File: src/rtl/game_sequencer.sv
// Dino Run play controller: attract/run/dead/over sequencing, motion tick
// generation, speed ramp, score and high-score keeping, replay button debounce.
module game_sequencer #(
  parameter int unsigned TICK_CYCLES     = 2000000,
  parameter int unsigned PASS_PER_LEVEL  = 12,
  parameter int unsigned MAX_SPEED       = 8,
  parameter int unsigned HOLDOFF_TICKS   = 25,
  parameter int unsigned DEBOUNCE_CYCLES = 50000
) (
  input  logic        clk,
  input  logic        reset,
  input  logic        start_btn,
  input  logic        collision,
  input  logic        obstacle_passed,
  output logic        motion_tick,
  output logic        restart,
  output logic        running,
  output logic        show_replay,
  output logic [3:0]  speed,
  output logic [15:0] score,
  output logic [15:0] hi_score,
  output logic [1:0]  state
);

  localparam int unsigned TickW = (TICK_CYCLES > 1) ? $clog2(TICK_CYCLES) : 1;
  localparam int unsigned PassW = (PASS_PER_LEVEL > 1) ? $clog2(PASS_PER_LEVEL) : 1;
  localparam int unsigned HoldW = (HOLDOFF_TICKS > 1) ? $clog2(HOLDOFF_TICKS) : 1;
  localparam int unsigned DbW   = (DEBOUNCE_CYCLES > 1) ? $clog2(DEBOUNCE_CYCLES) : 1;

  localparam logic [TickW-1:0] TickLast = TickW'(TICK_CYCLES - 1);
  localparam logic [PassW-1:0] PassLast = PassW'(PASS_PER_LEVEL - 1);
  localparam logic [HoldW-1:0] HoldLast = HoldW'(HOLDOFF_TICKS - 1);
  localparam logic [DbW-1:0]   DbLast   = DbW'(DEBOUNCE_CYCLES - 1);
  localparam logic [3:0]       MaxSpeed = 4'(MAX_SPEED);

  typedef enum logic [1:0] {
    StAttract = 2'd0,
    StRun     = 2'd1,
    StDead    = 2'd2,
    StOver    = 2'd3
  } state_e;

  state_e           state_q, state_d;
  logic             sync1_q, sync2_q;
  logic             db_q, db_d;
  logic [DbW-1:0]   db_cnt_q, db_cnt_d;
  logic [TickW-1:0] tick_cnt_q, tick_cnt_d;
  logic [PassW-1:0] pass_cnt_q, pass_cnt_d;
  logic [HoldW-1:0] hold_cnt_q, hold_cnt_d;
  logic [3:0]       speed_q, speed_d;
  logic [15:0]      score_q, score_d;
  logic [15:0]      hi_score_q, hi_score_d;
  logic             motion_tick_q, motion_tick_d;
  logic             restart_q, restart_d;
  logic             running_q, running_d;
  logic             show_replay_q, show_replay_d;

  logic             press;
  logic             tick_wrap;
  logic [TickW-1:0] tick_cnt_inc;
  logic             start_game;

  // Debounce: the level flips only after the synchronised input has
  // disagreed with it for DEBOUNCE_CYCLES consecutive cycles.
  always_comb begin
    db_d     = db_q;
    db_cnt_d = '0;
    press    = 1'b0;
    if (sync2_q != db_q) begin
      if (db_cnt_q == DbLast) begin
        db_d  = sync2_q;
        press = sync2_q;
      end else begin
        db_cnt_d = db_cnt_q + 1'b1;
      end
    end
  end

  // Game sequencing, counters and registered output next-state.
  always_comb begin
    state_d       = state_q;
    tick_cnt_d    = tick_cnt_q;
    pass_cnt_d    = pass_cnt_q;
    hold_cnt_d    = hold_cnt_q;
    speed_d       = speed_q;
    score_d       = score_q;
    hi_score_d    = hi_score_q;
    motion_tick_d = 1'b0;
    restart_d     = 1'b0;

    tick_wrap    = (tick_cnt_q == TickLast);
    tick_cnt_inc = tick_wrap ? '0 : tick_cnt_q + 1'b1;
    start_game   = press && ((state_q == StAttract) || (state_q == StOver));

    unique case (state_q)
      StAttract: ;
      StRun: begin
        tick_cnt_d = tick_cnt_inc;
        if (collision) begin
          // Collision cycle swallows that cycle's tick, score and pass.
          state_d    = StDead;
          hold_cnt_d = '0;
          hi_score_d = (score_q > hi_score_q) ? score_q : hi_score_q;
        end else begin
          if (tick_wrap) begin
            motion_tick_d = 1'b1;
            if (score_q != 16'hFFFF) score_d = score_q + 16'd1;
          end
          if (obstacle_passed) begin
            if (pass_cnt_q == PassLast) begin
              pass_cnt_d = '0;
              if (speed_q < MaxSpeed) speed_d = speed_q + 4'd1;
            end else begin
              pass_cnt_d = pass_cnt_q + 1'b1;
            end
          end
        end
      end
      StDead: begin
        tick_cnt_d = tick_cnt_inc;
        if (tick_wrap) begin
          if (hold_cnt_q == HoldLast) state_d = StOver;
          else hold_cnt_d = hold_cnt_q + 1'b1;
        end
      end
      StOver: ;
      default: state_d = StAttract;
    endcase

    if (start_game) begin
      restart_d  = 1'b1;
      score_d    = '0;
      speed_d    = 4'd1;
      pass_cnt_d = '0;
      tick_cnt_d = '0;
      state_d    = StRun;
    end

    running_d     = (state_d == StRun);
    show_replay_d = (state_d == StOver);
  end

  // All state, with synchronous reset taking priority.
  always_ff @(posedge clk) begin
    if (reset) begin
      state_q       <= StAttract;
      sync1_q       <= 1'b0;
      sync2_q       <= 1'b0;
      db_q          <= 1'b0;
      db_cnt_q      <= '0;
      tick_cnt_q    <= '0;
      pass_cnt_q    <= '0;
      hold_cnt_q    <= '0;
      speed_q       <= 4'd1;
      score_q       <= '0;
      hi_score_q    <= '0;
      motion_tick_q <= 1'b0;
      restart_q     <= 1'b0;
      running_q     <= 1'b0;
      show_replay_q <= 1'b0;
    end else begin
      state_q       <= state_d;
      sync1_q       <= start_btn;
      sync2_q       <= sync1_q;
      db_q          <= db_d;
      db_cnt_q      <= db_cnt_d;
      tick_cnt_q    <= tick_cnt_d;
      pass_cnt_q    <= pass_cnt_d;
      hold_cnt_q    <= hold_cnt_d;
      speed_q       <= speed_d;
      score_q       <= score_d;
      hi_score_q    <= hi_score_d;
      motion_tick_q <= motion_tick_d;
      restart_q     <= restart_d;
      running_q     <= running_d;
      show_replay_q <= show_replay_d;
    end
  end

  assign motion_tick = motion_tick_q;
  assign restart     = restart_q;
  assign running     = running_q;
  assign show_replay = show_replay_q;
  assign speed       = speed_q;
  assign score       = score_q;
  assign hi_score    = hi_score_q;
  assign state       = state_q;

endmodule

File: config.mk
export PLATFORM = sky130hd
export DESIGN_NAME = game_sequencer
export DESIGN_NICKNAME = d
export VERILOG_FILES = /design/src/rtl/game_sequencer.sv
export SDC_FILE = /design/constraint.sdc
export NUM_CORES = 1
export LEC_CHECK = 0
export ABC_AREA = 1
export BUFFER_PORTS_ARGS = -buffer_cell sky130_fd_sc_hd__buf_2
export CORE_ASPECT_RATIO = 0.7
export CORE_MARGIN = 2
export CORE_UTILIZATION = 64
export DETAILED_ROUTE_END_ITERATION = 12
export GPL_TIMING_DRIVEN = 0
export PLACE_DENSITY = 0.85
export SLEW_MARGIN = 15
export SYNTH_ARGS = -nofsm -noshare
export SYNTH_HDL_FRONTEND = slang
export SYNTH_SLANG_ARGS = --single-unit
File: constraint.sdc
create_clock -name clk -period 4.18 [get_ports clk]
set_input_delay 0.836 -clock clk [delete_from_list [all_inputs] [get_ports clk]]
set_output_delay 0.836 -clock clk [all_outputs]
set_load 0.05 [all_outputs]
Yosys cells after proc, flatten, opt, wreduce, memory -nomap -nowiden:

Cells that the tools add are included.

* register bits after elaboration: 91
* input bits: 5
* output and inout port bits: 42
* word-level logic and storage cells: 69

* add/subtract/negate cells: 6
* order comparisons: 2
* equal/unequal tests: 14
* muxes and demuxes: 15
* bitwise gates (word level): 3
* reductions and logical operators: 14

Operators with widths (count)
* $add A16 B1 Y16 const B: 2
* $add A21 B1 Y21 const B: 1
* $eq A21 B21 Y1 const B: 1
* $mux W21: 1
* $eq A16 B16 Y1 const B: 1
* $gt A16 B16 Y1: 1
* $ne A16 B16 Y1 const B: 1
* $mux W5: 3
* $pmux W5 S2: 1
* $add A4 B1 Y4 const B: 2
* $mux W2: 4
* $reduce_and A4 Y1: 2
* $eq A2 B2 Y1 const B: 3
* $ne A2 B2 Y1 const B: 3
* $reduce_and A3 Y1: 2
* $reduce_or A3 Y1: 2
* $add A5 B1 Y5 const B: 1
* $eq A5 B5 Y1 const B: 1
* $reduce_and A5 Y1: 1
* $eq A2 B1 Y1 const B: 2
* $eq A4 B4 Y1 const B: 1
* $lt A4 B4 Y1 const B: 1
* $mux W1: 4
* $mux W4: 1
* 9 further kinds: 12

Depth between registers and ports, before layout:

Gate-level depths: netlist of the first run.

* depth in word-level cells: 6
* gate-level depth with buffers: 15
* mapped depth without buffers: 14

Worst setup path before layout of the first run:

Ideal clock, no wire load.

* kind: flip-flop to flip-flop
* start: register state_q[0] (netlist: state[0])
* end: register tick_cnt_q[20]
* library setup time: 117 ps
* arrival: 2041 ps
* data required time: 4063 ps
* path slack: 2022 ps
* stages on the path, launching flop included: 12
* path buffers: 1
* period minus slack after synthesis: 2158 ps
* cells stage by stage: dfxtp_1 inv_1 ha_1 inv_1 buf_4 nand2_1 nor2_1 nand2_1 nor2_1 nand3_1 xor2_1 nor2_1

* longest elaborated chain between the ends: 4
* elaborated cells on any way between the ends: 8
* classes of those cells: eq/ne (3); reduce/logical (5)

RTL lines
* from (decl): line 43 `state_e state_q, state_d;`
* from (signal assigned): line 146 `state_q <= StAttract;`
* from (signal assigned): line 162 `state_q <= state_d;`
* $eq A2 B2 Y1 or $logic_not A2 Y1 (tied branches): line 93 `start_game = press && ((state_q == StAttract) || (state_q == StOver));`
* $logic_or A1 B1 Y1: line 93
* $logic_and A1 B1 Y1: line 93
* $reduce_or A2 Y1 (no source line)
* to (signal assigned): line 167 `tick_cnt_q <= tick_cnt_d;`
* to (decl): line 47 `logic [TickW-1:0] tick_cnt_q, tick_cnt_d;`

Several ways; a longest one is shown, not always the timed one.
A chain may end at the register's enable or synchronous reset.

Worst setup path in the final report of the first run:

* start: register score_q[11] (netlist: score[11])
* end: register hi_score_q[3] (netlist: hi_score[3])

* longest elaborated chain between the ends: 2

RTL lines
* from (decl): line 51 `logic [15:0] score_q, score_d;`
* from (signal assigned): line 171 `score_q <= score_d;`
* $gt A16 B16 Y1: line 103 `hi_score_d = (score_q > hi_score_q) ? score_q : hi_score_q;`
* $reduce_and A3 Y1 (no source line)
* to (signal assigned): line 172 `hi_score_q <= hi_score_d;`
* to (decl): line 52 `logic [15:0] hi_score_q, hi_score_d;`

No other way between the ends.

==> metrics.md, run 1 <==
| Metric | Value |
|---|---|
| Status | `complete, no violations` |
| WL per Instance | `around 14 microns` |
| Clock Pin Slew Worst Setup and Hold Paths | `0.09 ns` |
| Number of I/O pins | `47` |
| Critical-path top delay cell | `clkbuf_1` |
| Layout Skew | `roughly 0.0080 ns` |
| First-pass GRT wire length | `20.3 mm` |
| Post-Syn Area | `5010 sq um` |
| Crit path max fanout | `10` |
| GRT Util Overall | `a little under a third` |
| Vias in the first global route | `approximately 4,400` |
| RSZ-0062 raised after global routing | `false` |
| XOR/XNOR Fraction of Synth Area | `5.25%` |
| Library cells used by synthesis | `37` |
| Final setup violating endpoints | `0` |
| Vias/cell | `5.52` |
| Initial Util | `67.2%` |
| Clock Sinks | `between 90 and 100` |
| Crit-path max cell delay | `0.42 ns` |
| # Post-CTS Setup Buffers | `0` |
| CTS tree | `built` |
| CTS Buffer Depth | `2` |
| Post-CTS sizing | `0` |
| Most used DFF post-synth | `dfxtp_1` |
| Post-DP HPWL | `slightly above 9 mm` |
| Data required time at the worst endpoint | `4.45 ns` |
| DRT antenna net count | `0` |
| Placer Congestion | `roughly 1` |
| Row count | `26` |
| Top cell by count, worst path | `nand2_1` |
| Initial antenna violation count | `0` |
| Arrival time worst endpoint | `roughly 2.5 ns` |
| Max-cap violation count | `0` |
| Starting DRT DRC Count | `roughly 460` |
| Number of flops mapped to enable cells by yosys | `0` |
| Mux share of post-synthesis cell area | `0%` |
| WP buf/inv | `2` |
| Max Slew Vio Count | `0` |
| Final hold slack | `0.415 ns` |
| Die Ht | `78.0 microns` |
| Post-synthesis average cell area | `6.91 sq um` |
| Die footprint | `8560 sq um` |
| CP Capture Type | `flip-flop` |
| Place WS | `1.94 ns` |
| Final worst setup slack | `2.00 ns` |
| Nets | `812` |
| First-pass DRT Iterations | `6` |
| Main combinational cell family by area after synthesis | `simple AND/OR/NAND/NOR gates` |
| Power per cell area | `286 nW/um^2` |
| Antenna diodes | `0` |
| Slew headroom | `63.3%` |
| Placed cell count | `between 800 and 900` |
| Vias | `4,872` |
| Mapped Nets | `between 700 and 800` |
| H-tree depth | `3` |
| Num CTS Buffers | `9` |
| Lkg Pwr | `~2.2 nW` |
| Fin cells | `883` |
| Post-route DRC violation count | `0` |
| Fmax | `around 460 MHz` |
| Hold Fails Final Rpt | `0` |
| Routed WL | `12.2 mm` |
| Hold buffer count at CTS | `0` |
| Synth-to-layout area growth | `11.6%` |
| Die Wd | `~110 microns` |
| Adder-Cell Fraction of Synth Area | `6.50%` |
| Worst slew pin tran | `0.550 ns` |
| Core area | `between 7000 and 8000 sq um` |
| Register Area | `1820 sq um` |
| Crit path cell chain | `ha_1 > nand2_1 > nor2_1 > nand2_1 > inv_1 > nand2_1 > nand2_1 > clkbuf_1 > nand3_1 > nand2_1 > nor2_1` |
| Final worst-path cycle share | `52.1%` |
| Root buf cell | `clkbuf_8` |
| Ys async rst share | `0%` |
| Peak supply drop | `0.236 mV` |
| Largest net degree at the start of global routing | `15` |
| Setup TNS | `0 ns` |
| I/O Buffers | `46` |
| Clk Latency, worst-skew pair | `0.37 ns` |
| Critical Path Start Type | `flip-flop` |
| Post-synthesis compound-gate area fraction | `about 8.3%` |
| Min Clock Period, post-route | `2.18 ns` |
| Grt total ovfl | `0` |
| Number of synthesized register bits | `91` |
| Register area share after synthesis | `36.4%` |
| Synth Warn # | `0` |
| Worst hold path type | `flip-flop to flip-flop` |
| Area of the multi-input gates | `2710 sq um` |
| Crit path max-delay family | `simple AND/OR/NAND/NOR gates` |
| Layout cells sized above 1 | `12.9%` |
| WS Path Type | `flip-flop to flip-flop` |
| Simple-gate portion of the synthesized area | `approximately a third` |
| Synth Instances | `724` |
| # fillers | `600` |
[Yosys cell counts (2+ instances only)]
cell | n | share of area (%)
buf_4 | 4 | 0.60
nor2_4 | 4 | 0.90
inv_2 | 3 | 0.22
o21ai_0 | 11 | 1.1
ha_1 | 26 | 6.5
or2_2 | 3 | 0.37
buf_6 | 2 | 0.45
clkbuf_1 | 4 | 0.30
nand3_1 | 69 | 6.9
xor2_1 | 28 | 4.9
nand2_2 | 5 | 0.62
nand2_1 | 149 | 11
xnor2_1 | 2 | 0.35
nor3_1 | 21 | 2.1
a21oi_1 | 61 | 6.1
nor2_1 | 100 | 7.5
nor4_1 | 3 | 0.37
nor3b_1 | 4 | 0.60
nand4_1 | 11 | 1.4
buf_2 | 8 | 0.80
inv_1 | 95 | 7.1
dfxtp_1 | 91 | 36
a21oi_2 | 2 | 0.35
nor2_2 | 5 | 0.62
[worst register-to-register path, cell delays in order (launching register included)]
cell	delay (ns)
dfxtp_1	0.38
ha_1	0.35
nand2_1	0.06
nor2_1	0.16
nand2_1	0.14
inv_1	0.08
nand2_1	0.05
nand2_1	0.12
clkbuf_1	0.42
nand3_1	0.15
nand2_1	0.11
nor2_1	0.05
[sequential cells by signal (all words and copies together), names as in the netlist]
name         cells
db_cnt_q        16
db_q             1
hi_score        16
hold_cnt_q       5
motion_tick      1
pass_cnt_q       4
restart          1
running          1
score           16
show_replay      1
speed            4
state            2
sync1_q          1
sync2_q          1
tick_cnt_q      21
[layer usage]
layer,track usage [%],wire (microns),vias to the layer above
met4,9.49,199,0
met5,0,0,-
li1,-,-,2420
met1,42.6,5690,2216
met3,10.4,1250,21
met2,43.3,5100,215
[power by group]
| part | leakage (nW) | total (mW) | switching (mW) | internal [mW] |
|---|---|---|---|---|
| clock network | 0.119 | 0.702 | 0.311 | 0.391 |
| logic | 1.40 | 0.0295 | 0.0213 | 0.00820 |
| registers | 0.733 | 0.868 | 0.000652 | 0.867 |
| total | 2.25 | 1.60 | 0.333 | 1.27 |
[kinds of logic (layout without fill, tap and decap cells)]
group | count (synthesis) | count (layout)
AND/OR/NAND/NOR | 382 | 382
buffers and inverters | 116 | 177
flip-flops | 91 | 91
AO/OA/AOI/OAI | 79 | 79
XOR/XNOR | 30 | 30
adder cells (fa/ha/maj) | 26 | 26
[metrics by stage]
stage	area, sq um	power (mW)	utilization, %
4_1_cts	5590	1.60	75.0
5_1_grt	5590	1.63	75.0
3_5_place_dp	5360	0.917	71.9
6_report	5590	1.60	75.0
3_3_place_gp	5360	0.916	71.9
2_1_floorplan	5010	0.906	-
[path summary, 6_finish.rpt]
kind	cells past startpoint	from	slack (ns)	endpoint
worst max register to register	11	score[11]	2.00	hi_score[3]
worst min-delay path	2	sync1_q	0.42	sync2_q
worst min register to register	2	sync1_q	0.42	sync2_q
worst max-delay path	11	score[11]	2.00	hi_score[3]
[placed cells by master, fill, tap and decap left out, drive strengths merged]
| master | instances |
|---|---|
| nand2 | 155 |
| nor2 | 110 |
| inv | 98 |
| dfxtp | 91 |
| nand3 | 70 |
| a21oi | 63 |
| buf | 60 |
| xor2 | 28 |
| ha | 26 |
| nor3 | 22 |
| clkbuf | 13 |
| o21ai | 11 |
| nand4 | 11 |
| nor3b | 4 |
| or2 | 4 |
| nor4 | 3 |
| clkinv | 3 |
| bufinv | 3 |
| xnor2 | 2 |
| a21o | 1 |
| a31oi | 1 |
| and3 | 1 |
| a2bb2oi | 1 |
| and2 | 1 |
| a21boi | 1 |
| o22ai | 1 |
| nand3b | 1 |
[cell type report]
cell class,count,share of cell area (%)
plain buffers,18,1.93
clock buffers,9,2.22
inverters,98,6.58
multi-input cells,517,48.5
well taps,98,2.19
clock inverters,6,1.88
repair buffers,46,4.12
flip-flops and latches,91,32.6
(Power assumes the default switching activity.)
==> inputs of run 2 (changes only) <==
Settings changed: CORE_UTILIZATION 64 to 54, PLACE_DENSITY 0.85 to 0.77.
Clock period 4.18 ns to 2 ns, I/O delays scaled along.
==> run 2 against run 1 <==
Net effect: worst hold slack lost 0.14 ns; critical path depth shrank 2; sequential cell count is the same; register-to-register slack lost 1.9 ns; sequential share of layout area shrank 1.1 points.
==> metrics.md, run 2 (synthesis gave the netlist of run 1 again) <==
| Metric | Value |
|---|---|
| Status | `complete, no violations (unchanged)` |
| # fillers | `799 (was 600)` |
| Critical Path Start Type | `flip-flop (unchanged)` |
| CTS Buffer Depth | `2 (unchanged)` |
| H-tree depth | `3 (unchanged)` |
| GRT Util Overall | `24.7% (was 30.3%)` |
| Hold buffer count at CTS | `0 (unchanged)` |
| Post-DP HPWL | `9.17 mm (was 9.22 mm)` |
| Layout Skew | `0.00684 ns (was 0.00803 ns)` |
| Largest net degree at the start of global routing | `15 (unchanged)` |
| Root buf cell | `clkbuf_16 (was clkbuf_8)` |
| Max Slew Vio Count | `0 (unchanged)` |
| WS Path Type | `flip-flop to flip-flop (unchanged)` |
| Initial Util | `55.4% (was 67.2%)` |
| Hold Fails Final Rpt | `0 (unchanged)` |
| Arrival time worst endpoint | `2.07 ns (was 2.45 ns)` |
| Die Wd | `119 microns (was 110 microns)` |
| Vias | `4,850 (was 4,872)` |
| Reg2reg path depth | `9 (was 11)` |
| DRT antenna net count | `0 (unchanged)` |
| Vias/cell | `5.32 (was 5.52)` |
| Lkg Pwr | `2.30 nW (was 2.25 nW)` |
| Top sig layer | `met4 (unchanged)` |
| Clk Latency, worst-skew pair | `0.34 ns (was 0.37 ns)` |
| Synth-to-layout area growth | `16.1% (was 11.6%)` |
| First-pass GRT wire length | `20.2 mm (was 20.3 mm)` |
| Clock Sinks | `91 (unchanged)` |
| Met2 routed WL | `5.24 mm (was 5.10 mm)` |
| Starting DRT DRC Count | `480 (was 463)` |
| Num CTS Buffers | `9 (unchanged)` |
| Power per cell area | `614 nW/um^2 (was 286 nW/um^2)` |
| WL per Instance | `13.5 microns (was 13.9 microns)` |
| Row count | `29 (was 26)` |
| Min Clock Period, post-route | `1.85 ns (was 2.18 ns)` |
| Number of I/O pins | `47 (unchanged)` |
| Max-cap violation count | `0 (unchanged)` |
| Slew headroom | `61.4% (was 63.3%)` |
| Commonest non-fill, non-tap cell in the layout | `nand2_1 (unchanged)` |
| Core area | `9030 sq um (was 7450 sq um)` |
| Die footprint | `10,100 sq um (was 8560 sq um)` |
| Vias in the first global route | `4,372 (was 4,357)` |
| Flop2flop setup slack | `0.15 ns (was 2.00 ns)` |
| Worst slew pin tran | `0.578 ns (was 0.550 ns)` |
| Post-route DRC violation count | `0 (unchanged)` |
| Final setup violating endpoints | `0 (unchanged)` |
| Placer Congestion | `0.941 (was 1.00)` |
| Peak supply drop | `0.621 mV (was 0.236 mV)` |
| CTS tree | `built (unchanged)` |
| Nets | `814 (was 812)` |
| Die Ht | `84.6 microns (was 78.0 microns)` |
| CP Capture Type | `flip-flop (unchanged)` |
| I/O Buffers | `46 (unchanged)` |
| Crit path max fanout | `10 (unchanged)` |
| Most frequent cells in the layout | `nand2_1, inv_1, nor2_1, dfxtp_1, nand3_1 (was nand2_1, nor2_1, inv_1, dfxtp_1, nand3_1)` |
| Final worst setup slack | `0.148 ns (was 2.00 ns)` |
| Layout cells sized above 1 | `16.8% (was 12.9%)` |
| Worst hold path type | `primary input to flip-flop (was flip-flop to flip-flop)` |
| Clock Pin Slew Worst Setup and Hold Paths | `0.06 ns (was 0.09 ns)` |
| Place WS | `-0.113 ns (was 1.94 ns)` |
| Final worst-path cycle share | `92.6% (was 52.1%)` |
| Hold Path Depth | `3 (was 2)` |
| Antenna diodes | `0 (unchanged)` |
| Data required time at the worst endpoint | `2.22 ns (was 4.45 ns)` |
| RSZ-0062 raised after global routing | `false (unchanged)` |
| Metal3 WL | `869 microns (was 1.25 mm)` |
| Top reg by flops | `tick_cnt_q (unchanged)` |
| First-pass DRT Iterations | `5 (was 6)` |
| Grt total ovfl | `0 (unchanged)` |
| Max reg flops | `21 (unchanged)` |
| Initial antenna violation count | `0 (unchanged)` |
| Routed WL | `12.3 mm (was 12.2 mm)` |
| Fmax | `540 MHz (was 460 MHz)` |
| Wl on met1 | `6.00 mm (was 5.69 mm)` |
| Final hold slack | `0.273 ns (was 0.415 ns)` |
## run 2: cell count changes in the layout (fill, tap and decap cells not counted), sizes merged
cell | previous run | this run
clkbuf | 13 | 17
bufinv | 3 | 1
clkinvlp | 0 | 1
## run 2: timing repair
action,CTS,global route
setup buffers,2,0
pin swaps,1,2
endpoints found under the setup margin,41,69
gates resized for setup,4,33
## run 2: stage by stage
step | utilization, % | TNS [ns] | total power [mW] | std cells | instance area [sq um]
6_report | 64.4 | 0 | 3.57 | 912 | 5810
5_1_grt | 64.4 | 0 | 3.68 | 912 | 5810
4_1_cts | 63.3 | 0 | 3.60 | 912 | 5720
3_5_place_dp | 59.8 | -3.34 | 1.92 | 894 | 5400
3_3_place_gp | 59.8 | -0.929 | 1.92 | 894 | 5400
2_1_floorplan | - | 0 | 1.89 | 724 | 5010
## run 2: path summary, 6_finish.rpt
check / start / to
min reg2reg: sync1_q / sync2_q
max reg2reg: state[0] / speed[3]
max: state[0] / speed[3]
min: start_btn / sync1_q
## run 2: worst max-delay path: stages (launching register included)
cell     delay [ns]
dfxtp_2        0.35
inv_1          0.10
ha_4           0.31
inv_2          0.05
buf_6          0.13
nor2_1         0.09
nand4_1        0.22
nand2_2        0.23
buf_6          0.18
a21oi_1        0.06
## run 2: area by class of cell
cell class	instances	area (sq um)	share of cell area (%)
buffer	18	143	2.45
clock buffer	11	243	4.17
clock inverter	5	52.6	0.904
inverter	98	368	6.33
multi-input combinational	517	2770	47.7
sequential	91	1830	31.5
tap	124	155	2.67
timing repair buffer	48	245	4.22
## run 2: metal layers
| layer | track usage (%) | vias up |
|---|---|---|
| li1 | - | 2432 |
| met1 | 36.0 | 2232 |
| met2 | 37.8 | 169 |
| met3 | 4.76 | 17 |
| met4 | 6.06 | 0 |
| met5 | 0 | - |
## run 2: power breakdown
part	total, mW	internal [mW]	switching [mW]
clock network	1.69	0.996	0.690
registers	1.82	1.81	0.00128
logic	0.0699	0.0225	0.0474
==> inputs of run 3 (changes only) <==
Settings changed: ABC_AREA 1 to 0, CORE_UTILIZATION 54 to 53, PLACE_DENSITY 0.77 to 0.76.
==> run 3 against run 2 <==
Net effect: the run now ends with negative setup slack left; die area down 7.5%; utilization increased by 6.0 points; largest power group unchanged; highest routed layer unchanged; largest cell class unchanged; critical path depth is 2 lower; synthesized cell count is 29% lower; critical endpoint is now score[10]; register-to-register slack worse by 0.84 ns; design area rose by 1.4%; clock skew grew 0.0012 ns; count of clock-buffer cells in the layout is the same; setup slack lost 0.84 ns.
==> metrics.md, run 3 <==
| Metric | Value |
|---|---|
| Vias in the first global route | `3,607 (was 4,372)` |
| Main combinational cell family by area after synthesis | `simple AND/OR/NAND/NOR gates (unchanged)` |
| Commonest non-fill, non-tap cell in the layout | `nor2_1 (was nand2_1)` |
| Number of synthesized register bits | `91 (unchanged)` |
| Clock Pin Slew Worst Setup and Hold Paths | `0.06 ns (about the same)` |
| Peak supply drop | `0.516 mV (was 0.621 mV)` |
| Die footprint | `9310 sq um (was 10,100 sq um)` |
| Register area share after synthesis | `40.2% (was 36.4%)` |
| Root buf cell | `clkbuf_16 (unchanged)` |
| Crit path max fanout | `5 (was 10)` |
| Reg2reg path depth | `7 (was 9)` |
| Die Ht | `81.3 microns (was 84.6 microns)` |
| Critical Path Start Type | `flip-flop (unchanged)` |
| WL per Instance | `16.0 microns (was 13.5 microns)` |
| Post-route DRC violation count | `0 (unchanged)` |
| Status | `finished, violations left (was complete, no violations)` |
| Antenna diodes | `0 (unchanged)` |
| Initial Util | `54.1% (was 55.4%)` |
| Min Clock Period, post-route | `2.69 ns (was 1.85 ns)` |
| Placed cell area | `5130 sq um (was 5400 sq um)` |
| Synth Instances | `517 (was 724)` |
| Slew headroom | `47.2% (was 61.4%)` |
| Starting DRT DRC Count | `323 (was 480)` |
| Layout Skew | `0.00802 ns (was 0.00684 ns)` |
| Main area contributors after synthesis | `dfxtp_1, ha_1, nor2_1, xor2_1, nand2b_1 (was dfxtp_1, nand2_1, nor2_1, inv_1, nand3_1)` |
| Fin area | `5890 sq um (was 5810 sq um)` |
| Placer Congestion | `0.850 (was 0.941)` |
| Synth-to-layout area growth | `30.1% (was 16.1%)` |
| I/O Buffers | `45 (was 46)` |
| Placed cell count | `667 (was 894)` |
| Simple-gate portion of the synthesized area | `28.2% (was 34.1%)` |
| Number of flops mapped to enable cells by yosys | `0 (unchanged)` |
| Clk Latency, worst-skew pair | `0.34 ns (about the same)` |
| Mux share of post-synthesis cell area | `4.45% (was 0%)` |
| Worst hold path type | `primary input to flip-flop (unchanged)` |
| Most used DFF post-synth | `dfxtp_1 (unchanged)` |
| Row count | `28 (was 29)` |
| Adder-Cell Fraction of Synth Area | `7.18% (was 6.50%)` |
| WS Path Type | `flip-flop to flip-flop (unchanged)` |
| Post-DP HPWL | `7.44 mm (was 9.17 mm)` |
| Top reg by flops | `tick_cnt_q (unchanged)` |
| Num CTS Buffers | `9 (unchanged)` |
| Most frequent cell after synthesis | `dfxtp_1 (was nand2_1)` |
| First-pass GRT wire length | `17.4 mm (was 20.2 mm)` |
| Cell taking the most area after synthesis | `dfxtp_1 (unchanged)` |
| Vias | `3,923 (was 4,850)` |
| Initial antenna violation count | `0 (unchanged)` |
| XOR/XNOR Fraction of Synth Area | `9.28% (was 5.25%)` |
| Worst slew pin tran | `0.788 ns (was 0.578 ns)` |
| First-pass DRT Iterations | `5 (unchanged)` |
| Most frequent cells in the layout | `nor2_1, dfxtp_1, buf_2, nand2_1, nand2b_1 (was nand2_1, inv_1, nor2_1, dfxtp_1, nand3_1)` |
| Synth Warn # | `0 (unchanged)` |
| Final worst setup slack | `-0.689 ns (was 0.148 ns)` |
| Library cells used by synthesis | `48 (was 37)` |
| Failing checks | `negative setup slack` |
| Lkg Pwr | `2.18 nW (was 2.30 nW)` |
| Flop2flop setup slack | `-0.69 ns (was 0.15 ns)` |
| Post-Syn Area | `4530 sq um (was 5010 sq um)` |
| Grt total ovfl | `0 (unchanged)` |
| Final setup violating endpoints | `49 (was 0)` |
| Nets | `622 (was 814)` |
| Core area | `8370 sq um (was 9030 sq um)` |
| Top cell by count, worst path | `or4_4 (was buf_6)` |
| CTS Buffer Depth | `2 (unchanged)` |
| Layout cells sized above 1 | `29.0% (was 16.8%)` |
| Arrival time worst endpoint | `2.93 ns (was 2.07 ns)` |
| H-tree depth | `3 (unchanged)` |
| Crit path cell chain | `or4b_4 > or4_4 > or4_4 > buf_12 > nor4b_4 > a211o_1 > nand2_1 (was inv_1 > ha_4 > inv_2 > buf_6 > nor2_1 > nand4_1 > nand2_2 > buf_6 > a21oi_1)` |
| Ys async rst share | `0% (unchanged)` |
| Worst R2R Start | `tick_cnt_q[7] (was state[0])` |
| Post-synthesis average cell area | `8.76 sq um (was 6.91 sq um)` |
| Power per cell area | `613 nW/um^2 (was 614 nW/um^2)` |
| Mapped Nets | `548 (was 755)` |
| Data required time at the worst endpoint | `2.24 ns (was 2.22 ns)` |
| DRT antenna net count | `0 (unchanged)` |
| Final worst-path cycle share | `134% (was 92.6%)` |
| Max reg flops | `21 (unchanged)` |
| Crit-path max cell delay | `0.56 ns (was 0.35 ns)` |
| Routed WL | `11.2 mm (was 12.3 mm)` |
| Setup crit end | `score[10] (was speed[3])` |
| Max-cap violation count | `0 (unchanged)` |
| Fin cells | `701 (was 912)` |
| Synth top area share | `40.2% (was 36.4%)` |
| Number of I/O pins | `47 (unchanged)` |
| RSZ-0062 raised after global routing | `true (was false)` |
| Largest net degree at the start of global routing | `17 (was 15)` |
| Setup TNS | `-14.64 ns (was 0 ns)` |
| Clock Sinks | `91 (unchanged)` |
| Critical-path top delay cell | `or4_4 (was dfxtp_2)` |
| CP Capture Type | `flip-flop (unchanged)` |
| Hold buffer count at CTS | `0 (unchanged)` |
| Crit path launch | `tick_cnt_q[7] (was state[0])` |
| Fmax | `372 MHz (was 540 MHz)` |
| GRT Util Overall | `23.9% (was 24.7%)` |
| Die Wd | `114 microns (was 119 microns)` |
| Max Slew Vio Count | `0 (unchanged)` |
| Vias/cell | `5.60 (was 5.32)` |
| RR Endpoint | `score[10] (was speed[3])` |
| Commonest cells post-synth | `dfxtp_1, nor2_1, nand2_1 (was nand2_1, nor2_1, inv_1)` |
| Hold Fails Final Rpt | `0 (unchanged)` |
| CTS tree | `built (unchanged)` |
| Post-synthesis compound-gate area fraction | `6.80% (was 8.27%)` |
[run 3: changes by cell type in the layout (fill, tap and decap cells not counted), moves of 8 or more]
| cell | change |
|---|---|
| nor2_1 | -29 |
| nor2_2 | -12 |
| mux2i_1 | +17 |
| and3_1 | +8 |
| inv_1 | -71 |
| a21oi_1 | -39 |
| nand2b_1 | +35 |
| nor2b_1 | +8 |
| nor3_1 | -16 |
| dfxtp_1 | -29 |
| dfxtp_4 | +26 |
| nand2_1 | -110 |
| nand3_1 | -48 |
| xnor2_1 | +19 |
[run 3: power breakdown]
group | total [mW] | internal (mW) | switching, mW
sequential | 1.78 | 1.78 | 0.00126
clock | 1.77 | 1.05 | 0.719
combinational | 0.0638 | 0.0239 | 0.0399
[run 3: worst min path at each step]
| stage | startpoint | endpoint | slack, ns | cells past startpoint |
|---|---|---|---|---|
| 3_5_place_dp | db_cnt_q[0] | db_cnt_q[0] | 0.44 | 1 |
| 3_3_place_gp | sync1_q | sync2_q | 0.42 | 1 |
| 2_1_floorplan | db_cnt_q[0] | db_cnt_q[0] | 0.41 | 1 |
| 4_1_cts | start_btn | sync1_q | 0.26 | 2 |
| 6_report | start_btn | sync1_q | 0.26 | 2 |
| 5_1_grt | start_btn | sync1_q | 0.27 | 2 |
[run 3: area by class of cell]
class	instances	area [sq um]
flip-flops and latches	91	1940
clock inverters	5	60.1
fillers	613	2480
plain buffers	17	136
inverters	29	111
repair buffers	63	434
multi-input cells	380	2830
clock buffers	11	254
well taps	105	131
[run 3: layer usage]
metal / up-vias / track usage (%) / routed length (microns)
li1: 1927 / - / -
met1: 1847 / 32.8 / 5170
met2: 128 / 37.6 / 5150
met3: 21 / 5.30 / 705
met4: 0 / 8.05 / 179
met5: - / 0 / 0
[run 3: cells by family (layout without fill, tap and decap cells)]
group / after synthesis / after routing
simple gates: 237 / 237
flops: 91 / 91
compound gates: 49 / 49
xor+xnor: 48 / 48
buf+inv: 46 / 125
fa+ha+maj: 26 / 26
mux: 20 / 20
[run 3: stage by stage]
step | total power, mW | hold WS, ns | setup slack, ns | utilization [%]
6_report | 3.61 | 0.264 | -0.689 | 70.4
5_1_grt | 3.71 | 0.269 | -0.736 | 70.4
4_1_cts | 3.63 | 0.262 | -0.657 | 68.0
3_5_place_dp | 1.88 | 0.435 | -0.680 | 61.2
3_3_place_gp | 1.88 | 0.423 | -0.665 | 61.2
2_1_floorplan | 1.86 | 0.413 | -0.554 | -
[run 3: timing repair]
action	in CTS	in global routing
pin swaps	11	18
resized for setup	27	36
gates cloned	2	0
setup endpoints to repair	52	80
buffers inserted	9	8
[run 3: worst max-delay path, delay by kind of cell, from the launching register on]
| family | cells | cell delay [ns] |
|---|---|---|
| flip-flops | 1 | 0.34 |
| buffers and inverters | 1 | 0.16 |
| AO/OA/AOI/OAI | 1 | 0.19 |
| AND/OR/NAND/NOR | 5 | 1.88 |
